## src/rtl/accel_mag_sqrt_requester.sv

```systemverilog
// -----------------------------------------------------------------------------
// accel_mag_sqrt_requester
//
// Purpose:
//   Takes one signed 3-axis accelerometer sample and computes ax^2+ay^2+az^2
//   exactly with a bit-serial shift-add multiplier (16 cycles per axis). It
//   then sends the sum to a scalar square-root responder and returns the
//   root as the acceleration magnitude for the fall-detection feature path.
//
// Ports:
//   clk, reset          rising-edge clock, synchronous active-high reset
//   in_valid/in_ready   sample handshake; ax/ay/az are signed axis samples
//   sqrt_start          one-cycle request pulse to the responder
//   sqrt_value          unsigned radicand, stable from start until next accept
//   sqrt_in/sqrt_valid  root and result strobe from the responder
//   sumsq_out           last computed sum of squares
//   mag_out/mag_valid   last magnitude and its one-cycle update strobe
//   timeout_err         one-cycle strobe: responder did not answer in time
//   busy                high whenever the block is not idle
//
// Handshake: a sample is taken in any cycle where in_valid && in_ready.
//   in_ready is high only while idle, so nothing is queued; in_valid while
//   busy is ignored. The responder handshake is start/valid: sqrt_start is a
//   single-cycle pulse and sqrt_valid is honoured only while waiting for it.
// -----------------------------------------------------------------------------
`timescale 1ns/1ps
module accel_mag_sqrt_requester #(
  parameter int SAMPLE_W = 16,
  parameter int TIMEOUT  = 64
) (
  input  logic                  clk,
  input  logic                  reset,
  input  logic                  in_valid,
  output logic                  in_ready,
  input  logic [SAMPLE_W-1:0]   ax,
  input  logic [SAMPLE_W-1:0]   ay,
  input  logic [SAMPLE_W-1:0]   az,
  output logic                  sqrt_start,
  output logic [2*SAMPLE_W-1:0] sqrt_value,
  input  logic [SAMPLE_W-1:0]   sqrt_in,
  input  logic                  sqrt_valid,
  output logic [2*SAMPLE_W-1:0] sumsq_out,
  output logic [SAMPLE_W-1:0]   mag_out,
  output logic                  mag_valid,
  output logic                  timeout_err,
  output logic                  busy
);

  localparam int ACC_W = 2 * SAMPLE_W;
  localparam int BIT_W = $clog2(SAMPLE_W);
  localparam int CNT_W = $clog2(TIMEOUT) + 1;

  typedef enum logic [1:0] {
    S_IDLE = 2'd0,
    S_MUL  = 2'd1,
    S_REQ  = 2'd2,
    S_WAIT = 2'd3
  } state_t;

  // state_q is kept as a plain named register so checkers can bind to it.
  state_t              state_q;
  logic [SAMPLE_W-1:0] abs_x_q, abs_y_q, abs_z_q;
  logic [ACC_W-1:0]    acc_q;
  logic [1:0]          axis_q;
  logic [BIT_W-1:0]    bit_q;
  logic [CNT_W-1:0]    cnt_q;

  logic                sqrt_start_q;
  logic [ACC_W-1:0]    sqrt_value_q;
  logic [ACC_W-1:0]    sumsq_q;
  logic [SAMPLE_W-1:0] mag_q;
  logic                mag_valid_q;
  logic                timeout_err_q;

  // Two's-complement magnitude as unsigned; the most negative value maps to
  // 2^(SAMPLE_W-1), which still fits the unsigned width.
  function automatic logic [SAMPLE_W-1:0] abs_f(input logic [SAMPLE_W-1:0] v);
    return v[SAMPLE_W-1] ? ((~v) + {{(SAMPLE_W-1){1'b0}}, 1'b1}) : v;
  endfunction

  // Multiplier datapath: square the current axis one bit per cycle.
  logic [SAMPLE_W-1:0] op;
  logic [ACC_W-1:0]    addend;
  logic [ACC_W-1:0]    acc_d;
  logic                last_bit;
  logic                last_axis;

  always_comb begin
    op = abs_x_q;
    case (axis_q)
      2'd1:    op = abs_y_q;
      2'd2:    op = abs_z_q;
      default: op = abs_x_q;
    endcase
    addend    = op[bit_q] ? ({{SAMPLE_W{1'b0}}, op} << bit_q) : '0;
    acc_d     = acc_q + addend;
    last_bit  = (bit_q == BIT_W'(SAMPLE_W - 1));
    last_axis = (axis_q == 2'd2);
  end

  always_ff @(posedge clk) begin
    if (reset) begin
      state_q       <= S_IDLE;
      abs_x_q       <= '0;
      abs_y_q       <= '0;
      abs_z_q       <= '0;
      acc_q         <= '0;
      axis_q        <= '0;
      bit_q         <= '0;
      cnt_q         <= '0;
      sqrt_start_q  <= 1'b0;
      sqrt_value_q  <= '0;
      sumsq_q       <= '0;
      mag_q         <= '0;
      mag_valid_q   <= 1'b0;
      timeout_err_q <= 1'b0;
    end else begin
      // Strobes default low so each is exactly one cycle wide.
      sqrt_start_q  <= 1'b0;
      mag_valid_q   <= 1'b0;
      timeout_err_q <= 1'b0;
      case (state_q)
        S_IDLE: begin
          if (in_valid) begin
            abs_x_q <= abs_f(ax);
            abs_y_q <= abs_f(ay);
            abs_z_q <= abs_f(az);
            acc_q   <= '0;
            axis_q  <= 2'd0;
            bit_q   <= '0;
            state_q <= S_MUL;
          end
        end
        S_MUL: begin
          acc_q <= acc_d;
          if (last_bit) begin
            bit_q <= '0;
            if (last_axis) begin
              // Load the request registers now so they are visible in the
              // same cycle as the start pulse.
              sqrt_start_q <= 1'b1;
              sqrt_value_q <= acc_d;
              sumsq_q      <= acc_d;
              state_q      <= S_REQ;
            end else begin
              axis_q <= axis_q + 2'd1;
            end
          end else begin
            bit_q <= bit_q + 1'b1;
          end
        end
        S_REQ: begin
          cnt_q   <= '0;
          state_q <= S_WAIT;
        end
        S_WAIT: begin
          if (sqrt_valid) begin
            mag_q       <= sqrt_in;
            mag_valid_q <= 1'b1;
            state_q     <= S_IDLE;
          end else if (cnt_q == CNT_W'(TIMEOUT - 1)) begin
            // TIMEOUT wait cycles have passed without an answer.
            timeout_err_q <= 1'b1;
            state_q       <= S_IDLE;
          end else begin
            cnt_q <= cnt_q + 1'b1;
          end
        end
        default: state_q <= S_IDLE;
      endcase
    end
  end

  assign in_ready    = (state_q == S_IDLE);
  assign busy        = (state_q != S_IDLE);
  assign sqrt_start  = sqrt_start_q;
  assign sqrt_value  = sqrt_value_q;
  assign sumsq_out   = sumsq_q;
  assign mag_out     = mag_q;
  assign mag_valid   = mag_valid_q;
  assign timeout_err = timeout_err_q;

endmodule
```

## config.mk

```make
export PLATFORM = sky130hd
export DESIGN_NAME = accel_mag_sqrt_requester
export DESIGN_NICKNAME = d
export VERILOG_FILES = /design/src/rtl/accel_mag_sqrt_requester.sv
export SDC_FILE = /design/constraint.sdc
export NUM_CORES = 1
export LEC_CHECK = 0
export ABC_AREA = 1
export CAP_MARGIN = 10
export CORE_MARGIN = 2
export CORE_UTILIZATION = 53
export CTS_CLUSTER_SIZE = 30
export DETAILED_ROUTE_END_ITERATION = 7
export PLACE_DENSITY = 0.78
export SYNTH_ARGS = -nofsm -noshare
export SYNTH_HDL_FRONTEND = slang
export SYNTH_SLANG_ARGS = --single-unit
```

## constraint.sdc

```tcl
create_clock -name clk -period 4.3 [get_ports clk]
set_input_delay 0.43 -clock clk [delete_from_list [all_inputs] [get_ports clk]]
set_output_delay 0.43 -clock clk [all_outputs]
set_load 0.005 [all_outputs]
```

==> flow_metrics.env <==
export IMPL_grt_max_degree=92
export IMPL_placed_cell_area_um2=11800
export IMPL_clock_latency_ns=0.43
export IMPL_ys_ff_latch=146
export IMPL_drc=0
export IMPL_cp_common_cell="nand2_1"
export IMPL_seqPwrFrac=0.344
export IMPL_setup_tns_final_ns=0
export IMPL_cts_tree="built"
export IMPL_synth_cells=1711
export IMPL_max_cap_violations=0
export IMPL_path_cells="inv_1, ha_1, inv_4, nand3_1, o21ai_1, nand2_1, nand3_1, nand4_2, nand2_2, nand2_2, nand2_4, nor2_1, ha_1, nand2_1, nor2_1, and2_1, nand2_1, nand2_1, xor2_1, nand2_1, a21oi_1"
export IMPL_crit_family="simple AND/OR/NAND/NOR gates"
export IMPL_hold_class="flop to flop"
export IMPL_timing_hold_ws_ns=0.460
export IMPL_fin_crit_ns=3.89
export IMPL_hold_buffers=0
export IMPL_crit_buf_inv=2
export IMPL_yosys_warnings=0
export IMPL_cts_buffer_depth=2
export IMPL_port_buffers=152
export IMPL_antennaDiodeCount=0
export IMPL_critical_path_depth=21
export IMPL_rows=51
export IMPL_p_int_mw=2.93
export IMPL_netlist_top_cell_by_area="dfxtp_1"
export IMPL_synth_common_cells="nand2_1, nor2_1, inv_1, dfxtp_1, nand3_1"
export IMPL_dr_total_vias=10700
export IMPL_gp_congestion=0.957
export IMPL_power_density_nw_per_um2=386
export IMPL_start_util=0.539
export IMPL_finalSetupViolations=0
export IMPL_antenna_found_initial=0
export IMPL_leakage_nw=5.87
export IMPL_slowest_delay_ns=0.37
export IMPL_maxSlewViolCount=0
export IMPL_worst_slew_pin_slew_ns=0.911
export IMPL_cts_sinks=146
export IMPL_fin_util=0.637
export IMPL_synth_fp_nets=1822
export IMPL_core_area_um2=19400
export IMPL_synth_cell_types=46
export IMPL_startpoint_type="flop"
export IMPL_yosysSeqAreaShare=0.280
export IMPL_power_frac_comb=0.347
export IMPL_design_area_um2=12400
export IMPL_die_height_um=144
export IMPL_total_power_mw=4.77
export IMPL_cts_buffers=17
export IMPL_grt_setup_unrepaired="false"
export IMPL_p_switching_mw=1.83
export IMPL_min_path_cells=2
export IMPL_n_fill_cell=1874
export IMPL_reg2reg_depth=21
export IMPL_yosys_cell_count_top_type="nand2_1"
export IMPL_setup_worst_path_class="flop to flop"
export IMPL_die_width_um=144
export IMPL_cp_slowest_cell="ha_1"
export IMPL_hpwlAfterDp_um=21200
export IMPL_die_area_um2=20900
export IMPL_first_global_vias=9622
export IMPL_wl_per_cell_um=13.7
export IMPL_grt_overflow=0
export IMPL_critPathCaptureType="flop"
export IMPL_drive_gt1_frac=0.0487
export IMPL_met1_usage=0.376
export IMPL_syn_area_um2=10400
export IMPL_worst_slew_margin_rel=0.392
export IMPL_cp_max_fo=33
export IMPL_postRouteAntennaNets=0
export IMPL_netlist_top_cells_area="dfxtp_1, nand2_1, nor2_1, inv_1, nand3_1"
export IMPL_postSynth_asyncResetShare=0
export IMPL_pwr_share_clk=0.309
export IMPL_fin_skew_ns=0.0127
export IMPL_synth_flop_cell="dfxtp_1"
export IMPL_grt_usage=0.275
export IMPL_routed_via_density=5.18
export IMPL_grt_pass1_wl_um=45800
export IMPL_swShare=0.384
export IMPL_syn_avg_cell_area_um2=6.11
export IMPL_status="finished clean"
export IMPL_top_level_ports=153
export IMPL_min_from="cnt_q[6]"
export IMPL_root_buffer="clkbuf_16"
export IMPL_grt_busiest_layer="met2"
export IMPL_worstPathRequired_ns=4.64
export IMPL_first_pass_iters=6
export IMPL_h_tree_depth=4
export IMPL_cts_clk_slew_worst_paths_ns=0.06
export IMPL_final_nets=1905
export IMPL_drt_iter0_markers=901
export IMPL_fin_crit_sh=0.905
export IMPL_synth_edf_count=0
export IMPL_hold_viol_final=0
export IMPL_r2r_start="axis_q[0]"
export IMPL_r2r_end="acc_q[15]"
export IMPL_hold_end="cnt_q[6]"
export IMPL_peakVddDrop_v=0.000284
export IMPL_arrival_ns=4.24
export IMPL_use_met3=0.0477
export IMPL_area_delta_synth_final_pct=18.3
export IMPL_yosysTopAreaCellShare=0.280
export IMPL_grt_use_met2=0.449
export IMPL_r2r_slack_ns=0.41
export IMPL_fmax_mhz=257
export IMPL_finalWirelength_um=28500
==> per-layer routing <==
| metal | vias to the layer above | share of wire |
|---|---|---|
| met5 | - | 0 |
| met3 | 33 | 0.063 |
| met4 | 0 | 0.015 |
| met2 | 351 | 0.45 |
| li1 | 5546 | - |
| met1 | 4812 | 0.47 |
==> placed cells by master, fill, tap and decap left out, types with 2 or more instances in the layout <==
cell / count
nand2_1: 497
nor2_1: 214
inv_1: 210
clkdlybuf4s50_1: 151
dfxtp_1: 146
nand3_1: 139
a21oi_1: 105
o21ai_0: 82
ha_1: 42
xor2_1: 38
nor3_1: 18
clkbuf_16: 17
nor2_2: 12
o21ai_1: 11
nand3_2: 10
buf_4: 10
o211ai_1: 8
nand3b_1: 8
o21ai_2: 6
o21bai_1: 6
nor4_1: 6
nand2_2: 5
or2_1: 5
a21o_1: 5
xnor2_1: 5
or2_2: 4
and2_1: 4
nand4_1: 4
inv_6: 4
clkinvlp_4: 4
inv_2: 3
a211oi_1: 3
o221ai_1: 3
nor3b_1: 2
clkbuf_8: 2
clkinv_4: 2
==> cells by family after synthesis <==
| group | synth area share |
|---|---|
| AND/OR/NAND/NOR | 0.374 |
| AO/OA/AOI/OAI | 0.123 |
| buffers and inverters | 0.135 |
| adder cells (fa/ha/maj) | 0.0522 |
| flip-flops | 0.280 |
| XOR/XNOR | 0.0360 |
==> worst max path at each step <==
stage / startpoint / to / slack (ns)
after floorplan: axis_q[0] / sumsq_out[29] / 1.30
after global placement: axis_q[0] / sumsq_out[23] / 0.47
after detailed placement: axis_q[0] / sumsq_out[23] / 0.37
after CTS: axis_q[0] / acc_q[15] / 0.33
after global routing: axis_q[0] / sumsq_out[24] / 0.11
final: axis_q[0] / acc_q[15] / 0.41
==> timing repair <==
item	CTS	global route
buffers inserted	0	0
setup endpoints to repair	0	18
gates resized for setup	0	2
==> power by group through the flow <==
| stage | registers [mW] | logic (mW) | clock network, mW |
|---|---|---|---|
| 2_1_floorplan | 1.62 | 1.27 | 0 |
| 3_3_place_gp | 1.66 | 1.61 | 0 |
| 3_5_place_dp | 1.66 | 1.63 | 0 |
| 4_1_cts | 1.63 | 1.64 | 1.49 |
| 5_1_grt | 1.65 | 1.86 | 1.55 |
| 6_report | 1.64 | 1.65 | 1.47 |
==> registers in the layout (all words and copies together) (netlist names) <==
name         count
cnt_q            7
timeout_err      1
abs_y_q         16
bit_q            4
sqrt_start       1
state_q          2
abs_z_q         16
abs_x_q         16
acc_q           32
mag_valid        1
axis_q           2
sumsq_out       32
mag_out         16
==> worst reg2reg max path, stage by stage (launching register included) <==
cell and delay (ns):
dfxtp_1 0.36, inv_1 0.08, ha_1 0.33, inv_4 0.31, nand3_1 0.16, o21ai_1 0.12, nand2_1 0.11, nand3_1 0.12
nand4_2 0.09, nand2_2 0.09, nand2_2 0.06, nand2_4 0.21, nor2_1 0.12, ha_1 0.37, nand2_1 0.12, nor2_1 0.29
and2_1 0.17, nand2_1 0.05, nand2_1 0.18, xor2_1 0.25, nand2_1 0.08, a21oi_1 0.14
==> cell type report <==
class	instances	area, µm²	share of cell area
timing repair buffer	162	1590	0.129
multi-input combinational	1252	6120	0.495
clock inverter	12	124	0.0100
clock buffer	20	457	0.0370
sequential	146	2920	0.236
inverter	215	810	0.0655
tap	265	332	0.0268
==> through the flow <==
step	cells	setup WS (ns)
floorplan	1711	1.30
global placement	2040	0.468
detailed placement	2040	0.372
CTS	2072	0.325
global route	2072	0.111
finish	2072	0.407
Note: power is estimated with default switching activity, not from simulation.
